## src/rtl/alu_arbiter.sv

```systemverilog
// alu_arbiter: two-requester round-robin front end sharing one registered alu
module alu #(
  parameter int DATA_WIDTH     = 32,
  parameter int CONTROLL_WIDTH = 3
) (
  input  logic [DATA_WIDTH-1:0]     op1,
  input  logic [DATA_WIDTH-1:0]     op2,
  input  logic [CONTROLL_WIDTH-1:0] ctrl,
  output logic [DATA_WIDTH-1:0]     aluout,
  output logic                      zero
);
  // result and branch flag decode; code 5 yields the unsigned minimum
  always_comb begin
    aluout = op1;
    zero   = 1'b0;
    case (ctrl)
      CONTROLL_WIDTH'(0): begin aluout = op1 + op2; zero = op1 == op2; end
      CONTROLL_WIDTH'(1): begin aluout = op1 - op2; zero = op1 != op2; end
      CONTROLL_WIDTH'(2): begin aluout = op1 & op2; zero = op1 >= op2; end
      CONTROLL_WIDTH'(3): begin aluout = op1 | op2; zero = $signed(op1) < $signed(op2); end
      CONTROLL_WIDTH'(5): begin aluout = op1 < op2 ? op1 : op2; zero = op1 < op2; end
      CONTROLL_WIDTH'(6): zero = $signed(op1) >= $signed(op2);
      default: ;
    endcase
  end
endmodule

module alu_arbiter #(
  parameter int DATA_WIDTH     = 32,
  parameter int CONTROLL_WIDTH = 3
) (
  input  logic                      clk,
  input  logic                      rst,
  input  logic [1:0]                req_valid,
  output logic [1:0]                req_ready,
  input  logic [DATA_WIDTH-1:0]     req_op1_0,
  input  logic [DATA_WIDTH-1:0]     req_op2_0,
  input  logic [CONTROLL_WIDTH-1:0] req_ctrl_0,
  input  logic [DATA_WIDTH-1:0]     req_op1_1,
  input  logic [DATA_WIDTH-1:0]     req_op2_1,
  input  logic [CONTROLL_WIDTH-1:0] req_ctrl_1,
  output logic [1:0]                rsp_valid,
  input  logic [1:0]                rsp_ready,
  output logic [DATA_WIDTH-1:0]     rsp_data,
  output logic                      rsp_zero,
  output logic                      busy
);
  typedef enum logic [1:0] {IDLE, EXEC, RESP} state_t;
  state_t                    state, state_nxt;
  logic                      prio, gid, gnt, accept, done;
  logic [DATA_WIDTH-1:0]     op1_q, op2_q, aluout;
  logic [CONTROLL_WIDTH-1:0] ctrl_q;
  logic                      zero;
  assign gnt    = &req_valid ? prio : req_valid[1];
  assign accept = state == IDLE && |req_valid && !rst;
  assign done   = state == RESP && rsp_ready[gid];
  assign busy   = state != IDLE;
  alu #(.DATA_WIDTH(DATA_WIDTH), .CONTROLL_WIDTH(CONTROLL_WIDTH)) u_alu (
    .op1(op1_q), .op2(op2_q), .ctrl(ctrl_q), .aluout(aluout), .zero(zero)
  );
  // next state and handshake strobes; ready is suppressed while reset is held
  always_comb begin
    state_nxt = state;
    req_ready = 2'b00;
    rsp_valid = 2'b00;
    case (state)
      IDLE: if (accept) begin
        req_ready = gnt ? 2'b10 : 2'b01;
        state_nxt = EXEC;
      end
      EXEC: state_nxt = RESP;
      RESP: begin
        rsp_valid = gid ? 2'b10 : 2'b01;
        state_nxt = done ? IDLE : RESP;
      end
      default: state_nxt = IDLE;
    endcase
  end
  // state, priority pointer, latched request and registered result
  always_ff @(posedge clk or posedge rst) begin
    if (rst) begin
      state    <= IDLE;
      prio     <= 1'b0;
      gid      <= 1'b0;
      op1_q    <= '0;
      op2_q    <= '0;
      ctrl_q   <= '0;
      rsp_data <= '0;
      rsp_zero <= 1'b0;
    end else begin
      state <= state_nxt;
      if (accept) begin
        gid    <= gnt;
        op1_q  <= gnt ? req_op1_1 : req_op1_0;
        op2_q  <= gnt ? req_op2_1 : req_op2_0;
        ctrl_q <= gnt ? req_ctrl_1 : req_ctrl_0;
      end
      if (state == EXEC) begin
        rsp_data <= aluout;
        rsp_zero <= zero;
      end
      if (done) prio <= ~gid;
    end
  end
endmodule

```

## config.mk

```make
export PLATFORM = sky130hd
export DESIGN_NAME = alu_arbiter
export DESIGN_NICKNAME = d
export VERILOG_FILES = /design/src/rtl/alu_arbiter.sv
export SDC_FILE = /design/constraint.sdc
export NUM_CORES = 1
export LEC_CHECK = 0
export ABC_AREA = 1
export CAP_MARGIN = 10
export CORE_AREA = 2 2 203 205
export CTS_BUF_LIST = sky130_fd_sc_hd__clkbuf_8
export DETAILED_ROUTE_END_ITERATION = 12
export DIE_AREA = 0 0 205 207
export PLACE_DENSITY = 0.61
export REMOVE_ABC_BUFFERS = 1
export SKIP_LAST_GASP = 1
export SLEW_MARGIN = 20
export SYNTH_ARGS = -nofsm -noshare
export SYNTH_HDL_FRONTEND = slang
export SYNTH_HIERARCHICAL = 1
export SYNTH_SLANG_ARGS = --single-unit
```

## constraint.sdc

```tcl
create_clock -name clk -period 6 [get_ports clk]
set_clock_uncertainty 0.05 [all_clocks]
set_input_delay 1.2 -clock clk [delete_from_list [all_inputs] [get_ports clk]]
set_output_delay 1.2 -clock clk [all_outputs]
set_load 0.03 [all_outputs]
```

==> impl_results.md <==
* Pre-CTS setup slack at 1.77 ns
* Postcts setup bufs at 0
* Setup_tns at 0 ns
* Setup CP Type: in2out
* Initial DRC Count at 1,139
* Multiplexer share of the synthesized area at 0%
* Simple-gate share of the synthesized area at 42.0%
* Routed WL at 49,200 µm
* Fin nets at 2,414
* Max VDD drop at 0.000172 V
* Max Cap Viol at 0
* Ys flop type: dfrtp_1
* Total GRT Usage at 23.1%
* Max-slew headroom at 23.7%
* I/O Pins at 178
* Quantity of I/O buffers inserted on ports at 177
* Startpoint types: input port
* Main combinational cell family by area after synthesis: simple AND/OR/NAND/NOR gates
* Share of flip-flops with an asynchronous set or reset at 100%
* FF+latch count, synth at 104
* Hold depth at 2
* Utilization after layout at 35.4%
* Fill count at 4,566
* Run status: finished clean
* Clk sinks at 104
* Post-Syn Area per Cell at 5.83 µm²
* H-tree levels at 3
* P_leak at 7.70 nW
* Drt first pass iters at 5
* Number of antenna cells inserted at 0
* Die height at 207 µm
* Clk Latency, worst-skew pair at 0.42 ns
* Share of layout cells above drive strength 1 at 4.13%
* Critical R2R Launch: op1_q[27]
* R2r setup slk at 2.35 ns
* Worst setup EP type: output port
* Required @ worst endpoint at 4.75 ns
* Max clock buf depth at 2
* Arr. time, crit path at 3.00 ns
* Vias at 13,414
* Crit path from: req_valid[1]
* Setup ws final at 1.75 ns
* DP Wirelength at 40,200 µm
* Chip Width at 205 µm
* Antenna violations before repair at 1
* Initial Utilization at 29.7%
* Final hold viol count at 0
* Number of synthesized flops with an enable pin at 0
* Tmin final at 4.25 ns
* Hold Path End: rsp_data[28]
* Cell count after placement at 2,697
* Vias/cell at 4.94
* Seq/Total Area, Yosys at 21.7%
* Routed len/inst at 18.1 µm
* Clk slew on worst S/H paths at 0.10 ns
* Critical Path Fanout Max at 68
* Pwr dens at 629 nW/µm²
* Slew Limit Fails at 0
* Number of hold buffers added after CTS at 0
* Die area at 42,400 µm²
* Routability cong. at 0.996
* Total power at 0.00898 W
* Hold Crit Class: reg2reg
* Final period utilization at 70.8%
* Grt ovf at 0
* RSZ-0062 raised after global routing: false
* Layout overhead on the synthesized area at 19.2%
* Vias in the first global route at 12,786
* Synth Area in XOR/XNOR at 0.0731%
* Post-Synthesis Cell Area at 12,000 µm²
* Num CTS Buffers at 9
* Fin cells at 2,713
* # setup viols final at 0
* Reg2Reg Depth at 16
* Adder-cell share of the synthesized area at 10.4%
* Largest net degree at the start of global routing at 69
* Max Fclk at 235 MHz
* Worst Tran Pin Value at 1.14 ns
* Yosys Warn Count at 6
* First-pass GRT wire length at 75,300 µm
* Synth Area in Compound Gates at 10.6%
* Crit Reg-Reg Endpoint: rsp_data[11]
* Synth unique cells at 48
* Post-Syn Instances at 2,055
* Core Area at 40,400 µm²
* Hold Crit Start: rsp_data[28]
* # DRC at 0
* # rows at 74
* Post-route ant nets at 0
* Post-CTS sizing at 0
* CTS tree: yes
* Clock Tree Root: clkbuf_8
==> cell usage in the layout (no fill, tap or decap), types with 4 or more instances in the layout <==
cell type	instances
inv_1	356
inv_2	9
nand2_2	11
nor3_2	4
nor2_2	9
o21ai_0	75
buf_4	20
o21ai_1	8
and2_1	5
nand2_1	607
o21bai_1	15
nor2_1	178
ha_1	96
nand4_1	27
clkbuf_8	10
nand3_1	297
a21oi_1	108
nor3_1	17
dfrtp_1	104
nand3_2	6
a21oi_2	5
clkdlybuf4s50_1	175
==> metrics by stage <==
stage               hold WS, ns  instance area (µm²)
finish                    0.431                14300
global route              0.455                14300
CTS                       0.437                14300
detailed placement        0.412                14100
global placement          0.411                14100
floorplan                 0.421                11500
==> worst max-delay path by stage <==
stage / endpoint / slack [ns] / depth (start not counted)
after global routing: req_ready[0] / 1.67 / 7
final: req_ready[0] / 1.75 / 7
after floorplan: req_ready[0] / -0.85 / 5
after global placement: req_ready[0] / 1.76 / 7
after detailed placement: req_ready[0] / 1.77 / 7
after CTS: req_ready[0] / 1.77 / 7
==> routing by layer <==
| layer | up-vias | GRT usage, % | part of all wire [%] | wire length [µm] |
|---|---|---|---|---|
| met5 | - | 0 | 0 | 0 |
| met3 | 37 | 2.41 | 5.6 | 2750 |
| met4 | 0 | 5.66 | 1.9 | 942 |
| met1 | 6288 | 34.3 | 49 | 24200 |
| li1 | 6666 | - | - | - |
| met2 | 423 | 35.6 | 43 | 21300 |
==> cell families after synthesis <==
kind of cell               count (synthesis)
xor gates and xnor gates                   1
and+or+nand+nor                         1170
AOI/OAI and AO/OA                        230
buffers and inverters                    452
adders and majority gates                 98
DFF                                      104
==> Yosys cell counts (2+ instances only) <==
master	number	area share [%]
a21boi_0	2	0.13
a21oi_1	108	4.5
a21oi_2	5	0.37
and2_1	5	0.26
buf_1	6	0.19
buf_2	28	1.2
buf_4	9	0.56
buf_6	8	0.75
clkbuf_1	33	1.0
clkbuf_2	2	0.083
dfrtp_1	104	22
fa_1	2	0.33
ha_1	96	10
inv_1	355	11
inv_2	9	0.28
nand2_1	609	19
nand2_2	9	0.47
nand3_1	297	12
nand3_2	6	0.50
nand4_1	27	1.4
nor2_1	178	5.6
nor2_2	9	0.47
nor2_4	3	0.28
nor3_1	17	0.71
nor3_2	4	0.33
o2111ai_1	3	0.22
o211ai_1	3	0.19
o21ai_0	75	3.1
o21ai_1	8	0.33
o21bai_1	15	0.94
o22ai_1	3	0.16
==> worst max-delay path, stage by stage <==
cell    delay (ns)
buf_2         0.10
buf_4         0.60
nor2_1        0.18
nor2_4        0.16
inv_2         0.04
nor2_1        0.44
buf_4         0.27
==> where the power goes <==
group / total, W / internal [W] / switching, W
logic: 0.00715 / 0.00210 / 0.00506
registers: 0.00140 / 0.00103 / 0.000370
clock network: 0.000435 / 0.000160 / 0.000274
==> sequential cells by signal (all words and copies together) (netlist names) <==
register and count:
state 2, prio 1, rsp_zero 1, rsp_data 32, op1_q 32, ctrl_q 3
gid 1, op2_q 32
==> cell type report <==
| type | instances | area (µm²) | share of cell area [%] |
|---|---|---|---|
| timing repair buffer | 196 | 1910 | 13.3 |
| multi-input combinational | 1499 | 7560 | 52.9 |
| tap | 532 | 666 | 4.66 |
| inverter | 366 | 1380 | 9.65 |
| clock buffer | 10 | 138 | 0.963 |
| sequential | 104 | 2600 | 18.2 |
| clock inverter | 6 | 37.5 | 0.263 |
Power figures use the tool's default switching activity.
==> variant 1, RTL diff (same settings) <==
`DATA_WIDTH` is set to 32 in 2 places; all go to 24.
--- a/src/rtl/alu_arbiter.sv
+++ b/src/rtl/alu_arbiter.sv
@@ -1,5 +1,5 @@
 // alu_arbiter: two-requester round-robin front end sharing one registered alu
 module alu #(
-  parameter int DATA_WIDTH     = 32,
+  parameter int DATA_WIDTH     = 24,
   parameter int CONTROLL_WIDTH = 3
 ) (
@@ -27,5 +27,5 @@
 
 module alu_arbiter #(
-  parameter int DATA_WIDTH     = 32,
+  parameter int DATA_WIDTH     = 24,
   parameter int CONTROLL_WIDTH = 3
 ) (
Ports: changed (5 resized); port bits go from 178 to 138. No check against the original RTL was run, so the function may have changed too.
==> variant 1 against the unedited design <==
  * Setup slack better by 0.17 ns
  * Global-route usage is 5.8 points lower
  * Register-to-register slack better by 0.29 ns
  * Fmax is 4.1% higher
  * Critical path depth is 1 lower
  * Total power is 24% lower
  * Sequential cell count is 24 lower
  * Synthesized area is 23% lower
  * Cell area is 22% lower
  * Via count is 27% lower
  * First-iteration DRC count is 34% lower
  * Largest cell class unchanged
  * Wire length is 26% lower
==> variant 1: results (changes against the unedited design) <==
Vias in the first global route = 9554 (was 12800)
YS warnings = 6 (unchanged)
Synth area leaders = dfrtp_1 22%, nand2_1 20%, nand3_1 11% (was dfrtp_1 22%, nand2_1 19%, nand3_1 12%)
Drt first-iter violations = 755 (was 1139)
Leak = 5.99 nW (was 7.70 nW)
Critical path's slowest cell = clkdlybuf4s50_1 (was buf_4)
First-pass GRT wire length = 56400 microns (was 75300 microns)
Clk root buf = clkbuf_8 (unchanged)
Via-to-Cell Ratio = 4.50 (was 4.94)
Final WL = 36400 microns (was 49200 microns)
I/O Buffers = 137 (was 177)
Crit-path max FO = 25 (was 68)
CTS H-tree lvls = 3 (unchanged)
Rel. slew slack = 23.3% (was 23.7%)
CP arrival = 2.83 ns (was 3.00 ns)
VDD IR-drop max = 183 uV (was 172 uV)
Hold WC Path Type = reg -> reg (unchanged)
Clk buf depth = 2 (unchanged)
Dpl cell area = 11000 sq um (was 14100 sq um)
Hpwl dp = 27900 microns (was 40200 microns)
Status = complete, no violations (unchanged)
GRT Util Overall = 17.3% (was 23.1%)
Commonest cells in the netlist = 482 x nand2_1, 259 x inv_1, 199 x nand3_1 (was 609 x nand2_1, 355 x inv_1, 297 x nand3_1)
Initial antenna violation count = 0 (was 1)
Setup bufs post-CTS = 0 (unchanged)
Sequential fraction of the synthesis area = 21.6% (was 21.7%)
Cell Count, Final, Fillers Out = 2173 (was 2713)
Clk slew on worst S/H paths = 0.09 ns
Average size of a mapped cell = 6.01 sq um (was 5.83 sq um)
Routability cong. = 0.935 (was 0.996)
CTS Hold Bufs = 0 (unchanged)
Largest net degree at the start of global routing = 78 (was 69)
Synth cell types = 47 (was 48)
TNS Setup = 0 ns (unchanged)
Diodes inserted = 0 (unchanged)
Clock Latency Late Sink = 0.39 ns (was 0.42 ns)
Layout cells sized above 1 = 5.85% (was 4.13%)
Async SR Flop Fraction = 100% (unchanged)
Pre-antenna DRT Iters = 7 (was 5)
Largest registers = op1_q (24), op2_q (24), rsp_data (24) (was op1_q (32), op2_q (32), rsp_data (32))
Fill count = 4579 (was 4566)
Total CTS buffers = 9 (unchanged)
Cells resized by post-CTS repair = 0 (unchanged)
CP peak stage delay = 0.69 ns (was 0.60 ns)
Layout Nets = 1822 (was 2414)
## variant 1: final timing paths
kind                              start      endpoint  slack [ns]  cells past startpoint
setup / recovery           req_valid[1]  req_ready[0]        1.92                      6
hold / removal             rsp_data[19]  rsp_data[19]        0.43                      2
setup reg to reg               op1_q[7]   rsp_data[6]        2.64                     14
hold reg to reg            rsp_data[19]  rsp_data[19]        0.43                      2
max in group asynchronous           rst      op1_q[1]        4.02                      3
min in group asynchronous           rst          prio        0.96                      2
## variant 1: cell type report
type                       count  area [sq um]  share of cell area, %
inverter                     274          1030                   9.24
tap                          532           666                   5.96
clock inverter                 7          56.3                  0.504
multi-input combinational   1124          5850                   52.3
timing repair buffer         147          1450                   12.9
sequential                    80          2000                   17.9
clock buffer                   9           124                   1.11
## variant 1: cells by family after synthesis
kind of cell / synth area share, %
xor gates and xnor gates: 0.176
buffers and inverters: 15.5
and+or+nand+nor: 42.3
AOI/OAI and AO/OA: 9.77
adders and majority gates: 10.7
DFF: 21.6
## variant 1: routing by layer
metal / share of wire, % / up-vias / track usage [%]
li1: - / 4993 / -
met1: 49 / 4549 / 24.5
met2: 46 / 219 / 28.7
met3: 4.3 / 19 / 1.95
met4: 0.82 / 0 / 2.75
met5: 0 / - / 0
## variant 1: power by group
group          internal (mW)  switching, mW
Sequential             0.792          0.286
Clock                  0.186          0.222
Combinational           1.61           3.75
Total                   2.59           4.26
## variant 1: worst max-delay path, delay by kind of cell
kind / cells / cell delay, ns
AO/OA/AOI/OAI: 1 / 0.12
buffers and inverters: 3 / 1.31
AND/OR/NAND/NOR: 2 / 0.19
==> variant 2, RTL diff (config.mk and constraints unchanged) <==
Made on the original files. Remove the case item `CONTROLL_WIDTH'(1)` of the case on `ctrl`.
--- a/src/rtl/alu_arbiter.sv
+++ b/src/rtl/alu_arbiter.sv
@@ -16,5 +16,4 @@
     case (ctrl)
       CONTROLL_WIDTH'(0): begin aluout = op1 + op2; zero = op1 == op2; end
-      CONTROLL_WIDTH'(1): begin aluout = op1 - op2; zero = op1 != op2; end
       CONTROLL_WIDTH'(2): begin aluout = op1 & op2; zero = op1 >= op2; end
       CONTROLL_WIDTH'(3): begin aluout = op1 | op2; zero = $signed(op1) < $signed(op2); end
Check against the original RTL: not equivalent (a bounded check fails within 4 cycles, from zero or initial values and one cycle with rst high).
==> variant 2 against the unedited design <==
  * Cell area shrank 9.8%
  * Total power decreased by 20%
  * Non-clock buffer count down 6
  * Count of clock-buffer cells in the layout rose by 1
  * Wire length shrank 22%
  * Setup slack worse by 0.16 ns
  * Clock power is 5.1% lower
  * Critical path type unchanged
  * Sequential share of layout area rose by 2.0 points
  * Synthesized area fell by 12%
  * Sequential cell count is the same
==> variant 2: results (changes against the unedited design) <==
Synth cell types = 41 (was 48)
Dpl cell area = 12700 sq um (was 14100 sq um)
VDD IR-drop max = 396 uV (was 172 uV)
Met3 Use GR = 2.25% (was 2.41%)
Final WL = 38400 microns (was 49200 microns)
Rel. slew slack = 41.0% (was 23.7%)
Async SR Flop Fraction = 100% (unchanged)
Leak = 7.04 nW (was 7.70 nW)
Fill count = 4536 (was 4566)
Initial antenna violation count = 0 (was 1)
Status = complete, no violations (unchanged)
Vias = 11200 (was 13400)
Hpwl dp = 28700 microns (was 40200 microns)
Commonest cells in the netlist = 551 x nand2_1, 333 x inv_1, 288 x nand3_1 (was 609 x nand2_1, 355 x inv_1, 297 x nand3_1)
Synth area leaders = dfrtp_1 25%, nand2_1 20%, nand3_1 14% (was dfrtp_1 22%, nand2_1 19%, nand3_1 12%)
Critical path's slowest cell = clkdlybuf4s50_1 (was buf_4)
Largest registers = op1_q (32), op2_q (32), rsp_data (32) (unchanged)
First-pass GRT wire length = 61700 microns (was 75300 microns)
Layout Nets = 2109 (was 2414)
GRT Util Overall = 18.4% (was 23.1%)
Sequential fraction of the synthesis area = 24.7% (was 21.7%)
Routability cong. = 0.889 (was 0.996)
Largest net degree at the start of global routing = 70 (was 69)
GR Util met1 = 25.2% (was 34.3%)
CP peak stage delay = 0.63 ns (was 0.60 ns)
==> variant 2: cell count changes in the layout (fill, tap and decap cells not counted), sizes merged, moves of 12 or more <==
cell    unedited run  this run
nor2             190        95
nand2            620       554
a21oi            114        68
o21ai             84        44
inv              367       341
nand3            303       290
o21bai            15         3
==> variant 2: final cells by class <==
class | count | share of cell area, %
Tap cell | 532 | 5.16
Clock buffer | 11 | 1.17
Clock inverter | 4 | 0.116
Timing Repair Buffer | 190 | 14.5
Sequential cell | 104 | 20.2
Inverter | 338 | 9.86
Multi-Input combinational cell | 1229 | 48.9
==> variant 2: report_power, final <==
part / switching, mW / internal, mW
Combinational: 3.62 / 1.73
Sequential: 0.368 / 1.03
Clock: 0.247 / 0.165
Total: 4.23 / 2.92
==> variant 2: final timing paths <==
path	startpoint	to	slack, ns	cells after the start
worst min-delay path	rsp_data[1]	rsp_data[1]	0.43	2
max in group asynchronous	rst	rsp_data[20]	3.37	4
worst max-delay path	req_valid[0]	req_ready[1]	1.59	6
worst max register to register	op1_q[7]	rsp_zero	2.40	17
worst min register to register	rsp_data[1]	rsp_data[1]	0.43	2
min in group asynchronous	rst	op2_q[23]	1.31	3
==> variant 2: kinds of logic after synthesis <==
kind of cell | after synthesis | synth area share (%)
simple gates | 990 | 40.6
fa+ha+maj | 97 | 11.6
buf+inv | 409 | 15.5
compound gates | 140 | 7.41
xor+xnor | 2 | 0.166
flops | 104 | 24.7
==> variant 2: worst min-delay path, stage by stage (launching register included) <==
cell     delay, ns
dfrtp_1       0.35
nand2_1       0.05
nand2_1       0.05
==> variant 2: through the flow <==
step           power (mW)  utilization, %  std cells  hold slack, ns
2_1_floorplan        4.84               -       1671           0.422
3_3_place_gp         6.64            31.5       2393           0.407
3_5_place_dp         6.75            31.5       2393           0.413
4_1_cts              7.20            31.9       2408           0.435
5_1_grt              7.96            31.9       2408           0.466
6_report             7.16            31.9       2408           0.429
==> variant 2: metal layers <==
metal	vias up	part of all wire (%)
li1	5674	-
met1	5278	48
met2	249	46
met3	30	4.3
met4	0	1.6
met5	-	0
